===== src/rtl/mips_pkg.sv =====
// Shared constants and types for the instruction-fetch stage.
package mips_pkg;

    localparam int unsigned XLEN = 32;

    localparam logic [5:0] OP_RTYPE   = 6'h00;
    localparam logic [5:0] OP_J       = 6'h02;
    localparam logic [5:0] OP_JAL     = 6'h03;
    localparam logic [5:0] OP_BEQ     = 6'h04;
    localparam logic [5:0] OP_BNE     = 6'h05;

    localparam logic [5:0] FN_SYSCALL = 6'h0C;

    typedef enum logic [1:0] {
        IDLE,
        REQ,
        HOLD,
        HALT
    } fetch_state_t;

endpackage


===== src/rtl/next_pc_calc.sv =====
// Combinational next-PC selection for the instruction currently held by fetch.
module next_pc_calc
    import mips_pkg::*;
#(
    parameter int unsigned XLEN = mips_pkg::XLEN
) (
    input  logic [31:0]     inst,
    input  logic [XLEN-1:0] inst_addr,
    input  logic            branch_taken,
    input  logic            jr_valid,
    input  logic [XLEN-1:0] jr_target,
    output logic [XLEN-1:0] next_pc,
    output logic            is_syscall,
    output logic            misaligned
);

    logic [5:0]      opcode;
    logic [5:0]      funct;
    logic [XLEN-1:0] pc4;
    logic [XLEN-1:0] br_off;
    logic [XLEN-1:0] jump_pc;

    assign opcode  = inst[31:26];
    assign funct   = inst[5:0];
    assign pc4     = inst_addr + XLEN'(4);
    assign br_off  = {{(XLEN-18){inst[15]}}, inst[15:0], 2'b00};
    assign jump_pc = {pc4[XLEN-1:28], inst[25:0], 2'b00};

    assign is_syscall = (opcode == OP_RTYPE) && (funct == FN_SYSCALL);

    always_comb begin
        next_pc = pc4;
        // jr_valid wins even when the opcode field also decodes as J/JAL
        if (jr_valid) begin
            next_pc = jr_target;
        end else if ((opcode == OP_J) || (opcode == OP_JAL)) begin
            next_pc = jump_pc;
        end else if (((opcode == OP_BEQ) || (opcode == OP_BNE)) && branch_taken) begin
            next_pc = pc4 + br_off;
        end
    end

    assign misaligned = |next_pc[1:0];

endmodule


===== src/rtl/fetch_unit.sv =====
// Instruction-fetch stage: holds the PC, fetches one word at a time over req/ack
// and presents it to the core until retired.
module fetch_unit
    import mips_pkg::*;
#(
    parameter int unsigned     XLEN     = mips_pkg::XLEN,
    parameter logic [XLEN-1:0] RESET_PC = '0
) (
    input  logic            clk,
    input  logic            rst_b,
    output logic            imem_req,
    output logic [XLEN-1:0] imem_addr,
    input  logic            imem_ack,
    input  logic [31:0]     imem_rdata,
    output logic            inst_valid,
    output logic [31:0]     inst,
    output logic [XLEN-1:0] inst_addr,
    input  logic            inst_ready,
    input  logic            branch_taken,
    input  logic            jr_valid,
    input  logic [XLEN-1:0] jr_target,
    output logic            halted,
    output logic            fetch_error
);

    fetch_state_t    state_q, state_d;
    logic [XLEN-1:0] pc_q, pc_d;
    logic [XLEN-1:0] inst_addr_q, inst_addr_d;
    logic [31:0]     inst_q, inst_d;
    logic            fetch_error_q, fetch_error_d;

    logic [XLEN-1:0] next_pc;
    logic            is_syscall;
    logic            misaligned;

    next_pc_calc #(
        .XLEN (XLEN)
    ) u_next_pc_calc (
        .inst         (inst_q),
        .inst_addr    (inst_addr_q),
        .branch_taken (branch_taken),
        .jr_valid     (jr_valid),
        .jr_target    (jr_target),
        .next_pc      (next_pc),
        .is_syscall   (is_syscall),
        .misaligned   (misaligned)
    );

    always_comb begin
        state_d       = state_q;
        pc_d          = pc_q;
        inst_d        = inst_q;
        inst_addr_d   = inst_addr_q;
        fetch_error_d = fetch_error_q;
        unique case (state_q)
            IDLE: state_d = REQ;
            REQ: begin
                if (imem_ack) begin
                    inst_d      = imem_rdata;
                    inst_addr_d = pc_q;
                    state_d     = HOLD;
                end
            end
            HOLD: begin
                if (inst_ready) begin
                    // PC is left untouched on either halt cause
                    if (is_syscall) begin
                        state_d = HALT;
                    end else if (misaligned) begin
                        state_d       = HALT;
                        fetch_error_d = 1'b1;
                    end else begin
                        pc_d    = next_pc;
                        state_d = REQ;
                    end
                end
            end
            HALT: state_d = HALT;
            default: state_d = IDLE;
        endcase
    end

    always_ff @(posedge clk or negedge rst_b) begin
        if (!rst_b) begin
            state_q       <= IDLE;
            pc_q          <= RESET_PC;
            inst_q        <= '0;
            inst_addr_q   <= '0;
            fetch_error_q <= 1'b0;
        end else begin
            state_q       <= state_d;
            pc_q          <= pc_d;
            inst_q        <= inst_d;
            inst_addr_q   <= inst_addr_d;
            fetch_error_q <= fetch_error_d;
        end
    end

    assign imem_req    = (state_q == REQ);
    assign imem_addr   = pc_q;
    assign inst_valid  = (state_q == HOLD);
    assign inst        = inst_q;
    assign inst_addr   = inst_addr_q;
    assign halted      = (state_q == HALT);
    assign fetch_error = fetch_error_q;

endmodule

===== config.mk =====
export PLATFORM = sky130hd
export DESIGN_NAME = fetch_unit
export DESIGN_NICKNAME = d
export VERILOG_FILES = /design/src/rtl/mips_pkg.sv /design/src/rtl/next_pc_calc.sv /design/src/rtl/fetch_unit.sv
export SDC_FILE = /design/constraint.sdc
export NUM_CORES = 1
export LEC_CHECK = 0
export ABC_AREA = 1
export BUFFER_PORTS_ARGS = -buffer_cell sky130_fd_sc_hd__buf_4
export CORE_MARGIN = 4
export CORE_UTILIZATION = 50
export DETAILED_ROUTE_END_ITERATION = 6
export PLACE_DENSITY_LB_ADDON = 0.05
export SLEW_MARGIN = 5
export SYNTH_ARGS = -nofsm -noshare
export SYNTH_HDL_FRONTEND = slang
export SYNTH_SLANG_ARGS = --single-unit

===== constraint.sdc =====
create_clock -name clk -period 2.7 [get_ports clk]
set_clock_uncertainty 0.15 [all_clocks]
set_input_delay 0.54 -clock clk [delete_from_list [all_inputs] [get_ports clk]]
set_output_delay 0.54 -clock clk [all_outputs]
set_load 0.02 [all_outputs]

==> results.rst <==
.. list-table::
   :header-rows: 1

   * - Metric
     - Value
   * - First-pass iteration count of the detailed router
     - 7
   * - Violations in the final reports
     - setup timing
   * - Syn Area/Cell
     - ~6.7 µm²
   * - Reg2Reg Setup Slack
     - -650 ps
   * - Critical path's top delay family
     - buffers and inverters
   * - Number of standard-cell rows in the floorplan
     - 44
   * - Std-Cell Core Area
     - 14700 µm²
   * - Clock insertion delay at the later pin of the skew report
     - 370 ps
   * - Maximum number of pins on one net before global-route repair
     - 70
   * - Ys Warns
     - 0
   * - Final cell count without fillers
     - 1690
   * - Height of the die
     - 131 µm
   * - Setup violation total in the final timing report
     - 25
   * - Top cell type by total area after synthesis
     - dfrtp_1
   * - Leftover overflow at the end of global routing
     - 0
   * - Count of buffering cells on the critical path with inverters included
     - 7
   * - Commonest register cell after synthesis
     - dfrtp_1
   * - Half-perimeter wire length after detailed placement
     - between 20000 and 25000 µm
   * - Total length of routed wires
     - ~38000 µm
   * - Die X-Extent
     - 131 µm
   * - Via count of the first global-routing pass
     - 9602
   * - IO Port Bufs
     - between 150 and 200
   * - Total routing usage reported by global routing
     - 36.8%
   * - Clock net sink count
     - 99
   * - Leak pwr
     - between 0.006 and 0.007 µW
   * - Destination of the critical timing path
     - imem_addr[7]
   * - EDFF count, synth
     - 0
   * - Run status
     - complete, but fails checks
   * - Total power draw
     - approximately 21000 µW
   * - Buffer levels on the longest clock path
     - 2
   * - Fraction of layout cells with a size suffix above 1
     - between 50% and 60%
   * - Cell mode on critical path
     - buf_4
   * - Worst setup path startpoint
     - inst_addr[5]
   * - Area Overhead vs Synth
     - 66.0%
   * - Final worst slack
     - -648 ps
   * - Max-cap violations
     - 0
   * - Cells after Synth
     - 1136
   * - Synthesized flop and latch total
     - 99
   * - Highest ir drop seen on vdd
     - between 0.7 and 0.8 mV
   * - Antenna diode count
     - 0
   * - Data required, critical path
     - 2800 ps
   * - Final hold violation count
     - 0
   * - Fin crit share
     - 124%
   * - Net count after synthesis
     - around 1200
   * - Kind of critical path
     - register to register
   * - CTS clock-pin slew for the worst setup and hold paths
     - 80 ps
   * - Setup repair after global routing missed its margin
     - true
   * - Slew of the pin with the lowest slew margin
     - around 860 ps
   * - DP Worst Slack
     - -542 ps
   * - Top cells by area in the synthesized netlist
     - dfrtp_1 33%, nand2_1 16%, inv_1 7.4%, a21oi_1 7.4%, nor2_1 7.0%
   * - Final nets
     - 1609
   * - Worst R2R End
     - imem_addr[7]
   * - Worst reg-to-reg path cell count
     - 19
   * - Antenna-violating nets left
     - 0
   * - Inserted Clock Buffers
     - 9
   * - Crit path launch type
     - register
   * - Area share of the largest cell type after synthesis
     - 32.6%
   * - Post-layout util
     - 85.9%
   * - Nature of the critical path endpoint
     - register
   * - Wire length per cell after detailed routing
     - 22.2 µm
   * - Iteration-0 DRC Markers
     - 1293
   * - Final weighted congestion of routability-driven global placement
     - 1.02
   * - Total Die Area
     - 17300 µm²
   * - Mapped Area
     - about 7600 µm²
   * - H-tree Lvls
     - 3
   * - Post-synth ARST share
     - 100%
   * - Class of the worst hold path
     - input port to register
   * - Via density per instance
     - 6.05
   * - Number of antenna violations at the first check in global routing
     - 0
   * - Pins Over Slew Limit
     - 0
   * - Final critical path time including I/O delays and setup
     - 3350 ps
   * - # placed instances
     - 1640
   * - Startpoint of the worst-slack reg-to-reg timing path
     - inst_addr[5]
   * - Maximum fanout count along the critical path
     - 4
   * - Cells traversed along the worst timing path
     - buf_4, clkinvlp_4, nor2_4, buf_4, buf_6, xor2_4, ha_4, nand2_2, nand2_2, inv_4, buf_4, nand2_4, buf_4, xnor2_2, nand2_1, o211ai_1, nand2_1, nand2_1, a21oi_2
   * - Final routed DRC violation total
     - 0
   * - Final TNS setup
     - -9540 ps
   * - Maximum achievable frequency
     - 299 MHz
   * - Sequential fraction of the synthesis area
     - approximately 33%
   * - Total vias in the final route
     - 10200
   * - Worst relative slew slack
     - between 40% and 50%
   * - Leading post-synthesis cells by instance count
     - 327 x nand2_1, 151 x inv_1, 141 x nor2_1
   * - Clock tree from TritonCTS
     - yes
   * - WP data arrival
     - ~3500 ps
   * - Wire length of the first global-routing pass
     - just over 50000 µm
   * - Starting density of the core
     - 51.8%
   * - Levels on crit path
     - 19
   * - Number of distinct standard cells referenced by the synthesized netlist
     - 43
   * - Cell at the root of the clock tree
     - clkbuf_16
   * - Crit path largest cell delay
     - roughly 400 ps
   * - Cell with the largest stage delay on the worst path
     - xnor2_2
   * - Boundary Pins
     - 170
   * - Cell area power density
     - 1630 nW/µm²
   * - Library cell with the highest instance count after synthesis
     - nand2_1
-- area by class of cell --
class / count / area (µm²)
clock buffer: 9 / 225
clock inverter: 7 / 75.1
fill: 834 / 2070
inverter: 158 / 617
multi-input combinational: 849 / 5960
sequential: 99 / 2490
tap: 184 / 230
timing repair buffer: 384 / 3030
-- metal layers --
metal  part of all wire, %  vias up  global-route usage (%)
met3                    12      275                    9.82
met4                   8.0        0                    16.7
met5                     0        -                       0
li1                      -     4353                       -
met1                    35     4805                    45.5
met2                    45      786                    60.6
-- state kept, by name (all words and copies together) (netlist names) --
| name | count |
|---|---|
| imem_addr | 32 |
| inst | 32 |
| inst_addr | 32 |
| state_q | 2 |
| fetch_error | 1 |
-- layout by cell type (no fill, tap or decap), types with 14 or more instances in the layout --
master / netlist / routed
mux2_2: 28 / 28
ha_4: 0 / 26
inv_1: 151 / 118
buf_4: 1 / 353
dfrtp_1: 99 / 86
o21ai_0: 26 / 18
nor2_2: 8 / 27
nand4_1: 14 / 14
inv_2: 5 / 32
nand3_1: 71 / 45
nand2_4: 0 / 16
nand2_2: 5 / 82
nand2_1: 327 / 232
nor2_1: 141 / 100
a21oi_2: 0 / 25
nand3_2: 1 / 19
nor2_4: 3 / 25
a21oi_1: 113 / 85
buf_6: 2 / 26
-- repair_timing --
action                                  in CTS  in global routing
endpoints found under the hold margin        8                  0
gates resized for setup                    209                182
endpoints found under the setup margin      25                 26
hold buffers                                 1                  0
setup buffers                               19                 17
pin swaps                                   77                110
-- per-stage QoR --
stage / area (µm²) / hold slack [ps]
after floorplan: 7680 / 94.4
after global placement: 10400 / 231
after detailed placement: 10400 / 230
after CTS: 11800 / 245
after global routing: 12600 / 248
final: 12600 / 246
-- cell families after synthesis --
kind of cell / count (synthesis) / synth area share (%)
xor+xnor: 22 / 2.63
buf+inv: 188 / 9.72
flops: 99 / 32.6
fa+ha+maj: 38 / 6.35
mux: 28 / 4.14
simple gates: 592 / 32.5
compound gates: 169 / 12.1
-- how the worst min path moves through the flow --
stage / cells after the start / to / slack [ps] / start
6_report: 2 / inst[3] / 250 / imem_rdata[3]
3_3_place_gp: 1 / fetch_error / 230 / rst_b
5_1_grt: 2 / inst[16] / 250 / imem_rdata[16]
3_5_place_dp: 1 / state_q[0] / 230 / rst_b
4_1_cts: 2 / inst[3] / 240 / imem_rdata[3]
2_1_floorplan: 0 / fetch_error / 90 / rst_b
-- worst register-to-register path: stages (launching register included) --
cell and delay (ps):
dfrtp_1 380, buf_4 140, clkinvlp_4 170, nor2_4 150, buf_4 130, buf_6 120
xor2_4 210, ha_4 260, nand2_2 70, nand2_2 70, inv_4 80, buf_4 110
nand2_4 60, buf_4 190, xnor2_2 400, nand2_1 160, o211ai_1 140, nand2_1 90
nand2_1 80, a21oi_2 60
-- report_power, final --
group,internal [µW],total (µW),leakage [µW],switching [µW]
logic,6960,16100,0.00505,9150
clock network,663,1360,0.000150,699
registers,2210,3090,0.00116,880
total,9830,20600,0.00636,10700
(Power assumes the default switching activity.)
